File: config.mk
export PLATFORM = sky130hd
export DESIGN_NAME = iob_wishbone2iob
export DESIGN_NICKNAME = d
export VERILOG_FILES = /design/src/rtl/iob_wishbone2iob.sv
export SDC_FILE = /design/constraint.sdc
export NUM_CORES = 1
export LEC_CHECK = 0
export ABC_AREA = 1
export CAP_MARGIN = 25
export CELL_PAD_IN_SITES_DETAIL_PLACEMENT = 2
export CELL_PAD_IN_SITES_GLOBAL_PLACEMENT = 2
export CORE_ASPECT_RATIO = 0.7
export CORE_UTILIZATION = 24
export CTS_BUF_LIST = sky130_fd_sc_hd__clkbuf_2 sky130_fd_sc_hd__clkbuf_4 sky130_fd_sc_hd__clkbuf_8
export DETAILED_ROUTE_END_ITERATION = 10
export GPL_ROUTABILITY_DRIVEN = 0
export PLACE_DENSITY_LB_ADDON = 0.3
export SETUP_SLACK_MARGIN = 0.1
export SYNTH_ARGS = -nofsm -noshare
export SYNTH_HDL_FRONTEND = slang
export SYNTH_SLANG_ARGS = --single-unit
File: constraint.sdc
create_clock -name clk_i -period 3.95 [get_ports clk_i]
set_input_delay 0.395 -clock clk_i [delete_from_list [all_inputs] [get_ports clk_i]]
set_output_delay 0.395 -clock clk_i [all_outputs]
set_load 0.1 [all_outputs]
File: src/rtl/iob_wishbone2iob.sv
// Wishbone classic slave to IOb master bridge: one registered, single-outstanding
// transfer at a time, with an optional response timeout that reports a bus error.
module iob_wishbone2iob #(
  parameter int ADDR_W    = 32,
  parameter int DATA_W    = 32,
  parameter int TIMEOUT_W = 8,
  parameter int TIMEOUT   = 255
) (
  input  logic                clk_i,
  input  logic                arst_i,
  input  logic [ADDR_W-1:0]   wb_addr_i,
  input  logic [DATA_W/8-1:0] wb_select_i,
  input  logic                wb_we_i,
  input  logic                wb_cyc_i,
  input  logic                wb_stb_i,
  input  logic [DATA_W-1:0]   wb_data_i,
  output logic [DATA_W-1:0]   wb_data_o,
  output logic                wb_ack_o,
  output logic                wb_error_o,
  output logic                valid_o,
  output logic [ADDR_W-1:0]   address_o,
  output logic [DATA_W-1:0]   wdata_o,
  output logic [DATA_W/8-1:0] wstrb_o,
  input  logic [DATA_W-1:0]   rdata_i,
  input  logic                ready_i
);

  localparam logic                 TO_EN   = (TIMEOUT != 0);
  localparam logic [TIMEOUT_W-1:0] TO_LAST = TIMEOUT_W'(TIMEOUT - 1);

  typedef enum logic [1:0] {IDLE, REQ, ACK, ERR} state_t;

  state_t               state, state_nxt;
  logic [TIMEOUT_W-1:0] cnt;
  logic                 abort;
  logic                 we_r;

  always_ff @(posedge clk_i or posedge arst_i) begin
    if (arst_i) begin
      state     <= IDLE;
      address_o <= '0;
      wdata_o   <= '0;
      wstrb_o   <= '0;
      wb_data_o <= '0;
      we_r      <= 1'b0;
      cnt       <= '0;
      abort     <= 1'b0;
    end else begin
      state <= state_nxt;
      case (state)
        IDLE: if (wb_cyc_i && wb_stb_i) begin
          address_o <= wb_addr_i;
          wdata_o   <= wb_data_i;
          wstrb_o   <= wb_we_i ? wb_select_i : '0;
          we_r      <= wb_we_i;
          cnt       <= '0;
          abort     <= 1'b0;
        end
        REQ: begin
          cnt <= cnt + 1'b1;
          // The master may walk away mid-cycle; the IOb side still has to finish.
          if (!wb_cyc_i) abort <= 1'b1;
          if (ready_i && !abort && !we_r) wb_data_o <= rdata_i;
        end
        default: ;
      endcase
    end
  end

  always_comb begin
    state_nxt  = state;
    valid_o    = 1'b0;
    wb_ack_o   = 1'b0;
    wb_error_o = 1'b0;
    case (state)
      IDLE: if (wb_cyc_i && wb_stb_i) state_nxt = REQ;
      REQ: begin
        valid_o = 1'b1;
        // ready wins over an expiring timeout in the same cycle
        if (ready_i)                        state_nxt = abort ? IDLE : ACK;
        else if (TO_EN && (cnt == TO_LAST)) state_nxt = ERR;
      end
      ACK: begin
        wb_ack_o  = 1'b1;
        state_nxt = IDLE;
      end
      ERR: begin
        wb_error_o = !abort;
        state_nxt  = IDLE;
      end
      default: state_nxt = IDLE;
    endcase
  end

endmodule

Word level (Yosys, flattened, before mapping)
Index checks and enable logic that the tools add are counted.
Word-level totals
  bits in registers: 112
  input port bits: 106
  output and inout bits: 103
  word-level logic and storage cells: 43
Operators by class
  $add $sub $neg: 1
  eq/ne operators: 7
  multiplexer cells: 14
  reduce and logical (&&, ||, !) cells: 13
Operators with widths (number)
  8-bit one-hot mux with 2 select lines: 1
  8-bit by 1-bit adder with 8-bit output, second input constant: 1
  8-bit == test, second input constant: 1
  2-bit two-way mux: 4
  8-bit two-way mux: 1
  2-bit AND reduction: 4
  2-bit one-hot mux with 3 select lines: 1
  1-bit two-way mux: 5
  2-bit == test, second input constant: 2
  4-bit two-way mux: 1
  2-bit != test, second input constant: 2
  1-bit logical AND: 3
  3-bit != test, second input constant: 1
  3-bit AND reduction: 1
  2-bit by 1-bit == test with 1-bit output, second input constant: 1
  1-bit zero test: 2
  2-bit zero test: 1
  1-bit one-hot mux with 2 select lines: 1
  2-bit nonzero test: 1
  2-bit OR reduction: 1

Logic depth before layout (Yosys ltp)
Gate-level depths: netlist (run 1).
  word-level depth: 4
  depth in mapped cells: 8
  depth with buffers taken out: 7

Least setup slack after synthesis (run 1)
Ideal clock, no wire load.
  kind: flip-flop to output port
  start: register state[0]
  end: output port wb_error_o
  data arrival time: 2.494 ns
  required time: 3.555 ns
  setup slack: 1.061 ns
  cell stages (with the launch flop): 3
  buffers on the path: 0
  path through: dfrtp_1 inv_2 nor3_1
Between the ends
  cells in the longest elaborated chain, start to end: 2
RTL lines
  start: declaration: line 33  | state_t state, state_nxt;
  start signal: assignment: line 49  | state <= state_nxt;
  2-bit == test: line 75  | case (state)
  1-bit two-way mux: line 75
  end: declaration: line 19  | output logic wb_error_o,
Every way passes these cells.

Worst setup path in the final report (run 1)
  start: register state[0]
  end: output port valid_o
Between the ends
  cells in the longest elaborated chain, start to end: 2
RTL lines
  2-bit by 1-bit == test with 1-bit output: line 75
  1-bit two-way mux: line 75
  end: declaration: line 20  | output logic valid_o,
Every way passes these cells.

==> impl_metrics.csv, run 1 <==
group,metric,value,unit
drt,drc_errors,0,
min_path,hold_class,"in2async",
placed_design,portBuffers,208,
drt,drt_iter0_drc,103,
drt,drt_first_pass_iters,4,
global_routing,grt_pass1_vias,4617,
floorplanning,core,18400,sq um
floorplanning,start_util,25.0,%
drt,final_antenna_net_count,0,
worst_setup_path,worstPathCellList,"inv_2, nor2_4, clkdlybuf4s50_1",
clock_tree,cts_tree,"done",
clock_tree,clockBufferDepth,2,
global_routing,grt_pass1_wl,24800,microns
final_layout,layout-drive-gt1-share,8.08,%
clock_tree,cts_setup_buffers,0,
logic_synthesis,syn_area,4600,sq um
clock_tree,cts_hold_buf,0,
timing,post-route-min-period,2650,ps
timing,fin_crit_sh,67.0,%
logic_synthesis,yosysTopAreaCellShare,60.9,%
clock_tree,clk_latency,380,ps
worst_setup_path,worstSetupPathType,"reg2out",
final_layout,antenna_cells,0,
global_routing,gr-usage-all-layers,16.2,%
timing,fmax,378,MHz
worst_setup_path,critPathMaxFanout,7,
final_layout,layout_common_cells,"261 x nand2_1, 208 x clkdlybuf4s50_1, 112 x dfrtp_1",
global_routing,grt_max_degree,78,
worst_setup_path,arrival,2250,ps
timing,finClkSkew,11.8,ps
final_layout,final_common_cell,"nand2_1",
clock_tree,cts_max_level,3,
logic_synthesis,seq_area_frac_synth,60.9,%
final_layout,multi_input_area,1470,sq um
worst_setup_path,worstSetupStartpointType,"flop",
placed_design,dpl.cell_count,939,
drt,routed_via_density,4.23,
worst_setup_path,slowest_stage,"clkdlybuf4s50_1",
timing,setup_viol,0,
global_routing,antenna_found_initial,0,
worst_setup_path,cp.buffers_inverters,2,
final_layout,nFillCells,2035,
floorplanning,io_pins,209,
global_routing,globalRoute.totalOverflow,0,
worst_setup_path,required,3560,ps
drt,postRouteWirelength,15200,microns
logic_synthesis,syn-num-nets,619,
logic_synthesis,yosysTopAreaCell,"dfrtp_1",
timing,tns,0,ps
clock_tree,path_clk_slew,110,ps
worst_setup_path,crit_family,"buffers and inverters",
floorplanning,die_h,118,microns
clock_tree,cts_resized,0,
final_layout,nNetsFinal,822,
final_layout,finalNonFillerCells,954,
flow_run,cap_violations,0,
timing,grt_setup_unrepaired,"false",
timing,maxSlewViolCount,0,
logic_synthesis,synth_seq_cells,112,
final_layout,area.sequential,2800,sq um
floorplanning,die_area,19700,sq um
clock_tree,cts_made_buffers,9,
status,outcome,"completed",
final_layout,area.growth.synth_to_final,53.6,%
floorplanning,dieWidth,167,microns
clock_tree,cts-root-buf,"clkbuf_8",
logic_synthesis,ys_types,19,
logic_synthesis,synth.area.top_cells,"dfrtp_1 61%, nand2_1 21%, o21ai_2 6.1%",
logic_synthesis,synth_cells,511,
worst_setup_path,max_stage_delay,1190,ps
logic_synthesis,yosysWarnings,0,
clock_tree,cts.sinks,112,
placed_design,hpwlAfterDp,11400,microns
logic_synthesis,avgSynthCellArea,9.00,sq um
drt,vias,4034,
floorplanning,rows,41,
drt,wl_per_cell,15.9,microns
timing,relSlewSlack,30.2,%
timing,tightest_slew,1040,ps
worst_setup_path,endpoint_kind,"primary output",
timing,hold_viol,0,
layout make-up:
class	count	share of cell area [%]
Clock buffer	10	1.95
Clock inverter	5	0.602
Inverter	48	2.59
Multi-Input combinational cell	330	20.8
Sequential cell	112	39.7
Tap cell	236	4.18
Timing Repair Buffer	213	30.2
synthesized netlist by cell type:
master,instances
a21oi_1,3
nand3_1,6
clkbuf_1,5
nor3_1,2
o21ai_0,10
nor2_4,1
o21ai_2,32
buf_4,3
nand4_4,1
inv_1,46
inv_2,2
nand2_2,1
ha_1,2
buf_6,6
nor2_1,10
dfrtp_1,112
o22ai_1,1
buf_2,7
nand2_1,261
sequential cells by signal, summed over array words and instances, names as in the netlist:
signal	count
we_r	1
address_o	32
cnt	8
state	2
abort	1
wb_data_o	32
wdata_o	32
wstrb_o	4
per-layer routing:
metal  global-route usage [%]  part of all wire, %
met5                        0                    0
met4                     3.50                  1.0
met3                     7.50                   10
met2                     26.2                   46
met1                     19.5                   43
logic make-up after synthesis:
family,share of synthesized area [%]
AO/OA/AOI/OAI,7.64
adder cells (fa/ha/maj),0.544
buffers and inverters,7.05
flip-flops,60.9
AND/OR/NAND/NOR,23.8
worst paths after layout:
kind | depth (start not counted) | to | slack (ps) | start
setup / recovery | 3 | valid_o | 1300 | state[0]
hold reg to reg | 2 | wdata_o[9] | 490 | wdata_o[9]
min in group clk_i | 2 | wdata_o[9] | 490 | wdata_o[9]
hold / removal | 2 | address_o[23] | 480 | arst_i
setup reg to reg | 6 | wb_data_o[11] | 1810 | state[0]
max in group asynchronous | 3 | wb_data_o[25] | 2670 | arst_i
stage by stage:
step	area [sq um]	utilization (%)	worst slack (ps)	hold slack, ps
2_1_floorplan	4600	-	596	491
3_3_place_gp	6890	37.5	1560	460
3_5_place_dp	6890	37.5	1500	468
4_1_cts	7070	38.5	1250	489
5_1_grt	7070	38.5	1200	503
6_report	7070	38.5	1300	483
worst register-to-register path, delay by kind of cell, from the launching register on:
family	cells	cell delay, ps
compound gates	1	60
flops	1	420
simple gates	3	950
buf+inv	2	610
Power of run 1 is left out: the tool's default activity adds up to more than one toggle a clock period on the data nets, which glitch-free logic cannot reach.
==> run 2, diff against run 1 <==
CORE_UTILIZATION = 22   (was 24)
clock period = 2.35 ns   (was 3.95 ns; I/O delays follow)
==> run 2 against run 1 <==
Effect of this change: worst setup slack lost 620 ps; core utilization down 4.3 points; non-clock buffer count is 1 higher; die area is 9.0% higher; first-iteration DRC count rose by 52%; sequential cell count unchanged; sequential share of layout area grew 1.1 points; register-to-register slack worse by 930 ps; routed wire length down 1.0%; clock skew about the same; critical path type unchanged; highest routed layer unchanged.
==> impl_metrics.csv, run 2 (synthesis results as in run 1) <==
group,metric,value,unit
worst_setup_path,worstSetupStartpointType,"flop",
clock_tree,cts_resized,0,
worst_setup_path,arrival,1430,ps
timing,fin_crit_sh,70.8,%
timing,relSlewSlack,57.6,%
final_layout,nNetsFinal,823,
drt,drt_first_pass_iters,4,
min_path,hold_class,"in2reg",
timing,setup_viol,0,
global_routing,gr-usage-all-layers,14.4,%
worst_setup_path,endpoint_kind,"primary output",
global_routing,grt_max_degree,113,
final_layout,area.growth.synth_to_final,49.6,%
worst_setup_path,worstPathCellList,"inv_2, nor2_4, buf_4",
final_layout,antenna_cells,0,
worst_setup_path,max_stage_delay,420,ps
drt,vias,4036,
placed_design,hpwlAfterDp,10900,microns
placed_design,portBuffers,208,
drt,wl_per_cell,15.2,microns
clock_tree,cts_made_buffers,9,
timing,grt_setup_unrepaired,"false",
global_routing,busiest_layer,"met2",
floorplanning,rows,43,
clock_tree,clk_latency,390,ps
drt,final_antenna_net_count,0,
worst_setup_path,slowest_stage,"dfrtp_1",
flow_run,cap_violations,0,
timing,tns,0,ps
timing,maxSlewViolCount,0,
clock_tree,clockBufferDepth,2,
floorplanning,core,20100,sq um
clock_tree,cts_hold_buf,0,
global_routing,grt_pass1_wl,24200,microns
global_routing,use_met1,16.9,%
worst_setup_path,required,2120,ps
floorplanning,dieWidth,175,microns
status,outcome,"completed",
worst_setup_path,critPathMaxFanout,7,
clock_tree,cts_tree,"done",
clock_tree,cts-root-buf,"clkbuf_8",
drt,postRouteWirelength,15000,microns
global_routing,met2_usage,23.5,%
final_layout,final_common_cell,"nand2_1",
final_layout,layout-drive-gt1-share,22.8,%
clock_tree,path_clk_slew,120,ps
timing,hold_viol,0,
timing,fmax,601,MHz
drt,routed_via_density,4.08,
clock_tree,cts.sinks,112,
timing,tightest_slew,636,ps
floorplanning,die_area,21500,sq um
global_routing,antenna_found_initial,0,
timing,finClkSkew,11.8,ps
global_routing,globalRoute.totalOverflow,0,
timing,post-route-min-period,1660,ps
floorplanning,start_util,22.9,%
drt,drt_iter0_drc,157,
clock_tree,cts_setup_buffers,0,
clock_tree,cts_max_level,3,
final_layout,layout_common_cells,"261 x nand2_1, 112 x dfrtp_1, 107 x buf_4",
global_routing,grt_pass1_vias,4627,
floorplanning,io_pins,209,
floorplanning,die_h,123,microns
global_routing,grt_use_met3,7.32,%
worst_setup_path,worstSetupPathType,"reg2out",
drt,drc_errors,0,
final_layout,reg.largest.list,"address_o: 32 flops, wb_data_o: 32 flops, wdata_o: 32 flops",
## run 2: cell count changes in the layout (fill, tap and decap cells not counted), moves of 2 or more
| cell | delta |
|---|---|
| clkdlybuf4s50_1 | -103 |
| clkinv_4 | -2 |
| inv_6 | +2 |
| buf_4 | +103 |
## run 2: stage by stage
step           instances  cell area [sq um]  utilization (%)  hold WS (ps)  worst slack (ps)
2_1_floorplan        511               4610                -           345               390
3_3_place_gp         974               6700             33.3           463               665
3_5_place_dp         974               6700             33.3           470               584
4_1_cts              990               6880             34.2           326               635
5_1_grt              990               6880             34.2           342               575
6_report             990               6880             34.2           362               686
## run 2: final timing paths
path / from / end / slack, ps / cells past startpoint
setup / recovery: state[0] / valid_o / 690 / 3
hold / removal: wb_addr_i[10] / address_o[10] / 360 / 3
setup reg to reg: state[1] / cnt[5] / 880 / 6
hold reg to reg: address_o[9] / address_o[9] / 490 / 2
max in group asynchronous: arst_i / wstrb_o[3] / 1490 / 3
min in group asynchronous: arst_i / wb_data_o[1] / 390 / 3
## run 2: critical path, delay by kind of cell (launching register included)
kind / cells / cell delay, ps
buffers and inverters: 2 / 410
DFF: 1 / 420
and+or+nand+nor: 1 / 200
## run 2: layout make-up
cell class	instances	area, sq um
Clock buffer	10	131
Clock inverter	6	51.3
Fill cell	2284	13200
Inverter	48	184
Multi-Input combinational cell	330	1480
Sequential cell	112	2800
Tap cell	270	338
Timing Repair Buffer	214	1890
## run 2: layer usage
| metal | up-vias | share of wire (%) |
|---|---|---|
| met5 | - | 0 |
| met4 | 0 | 0.79 |
| met3 | 9 | 11 |
| met2 | 132 | 46 |
| met1 | 1959 | 42 |
| li1 | 1936 | - |
Power of run 2 is left out for the same reason.
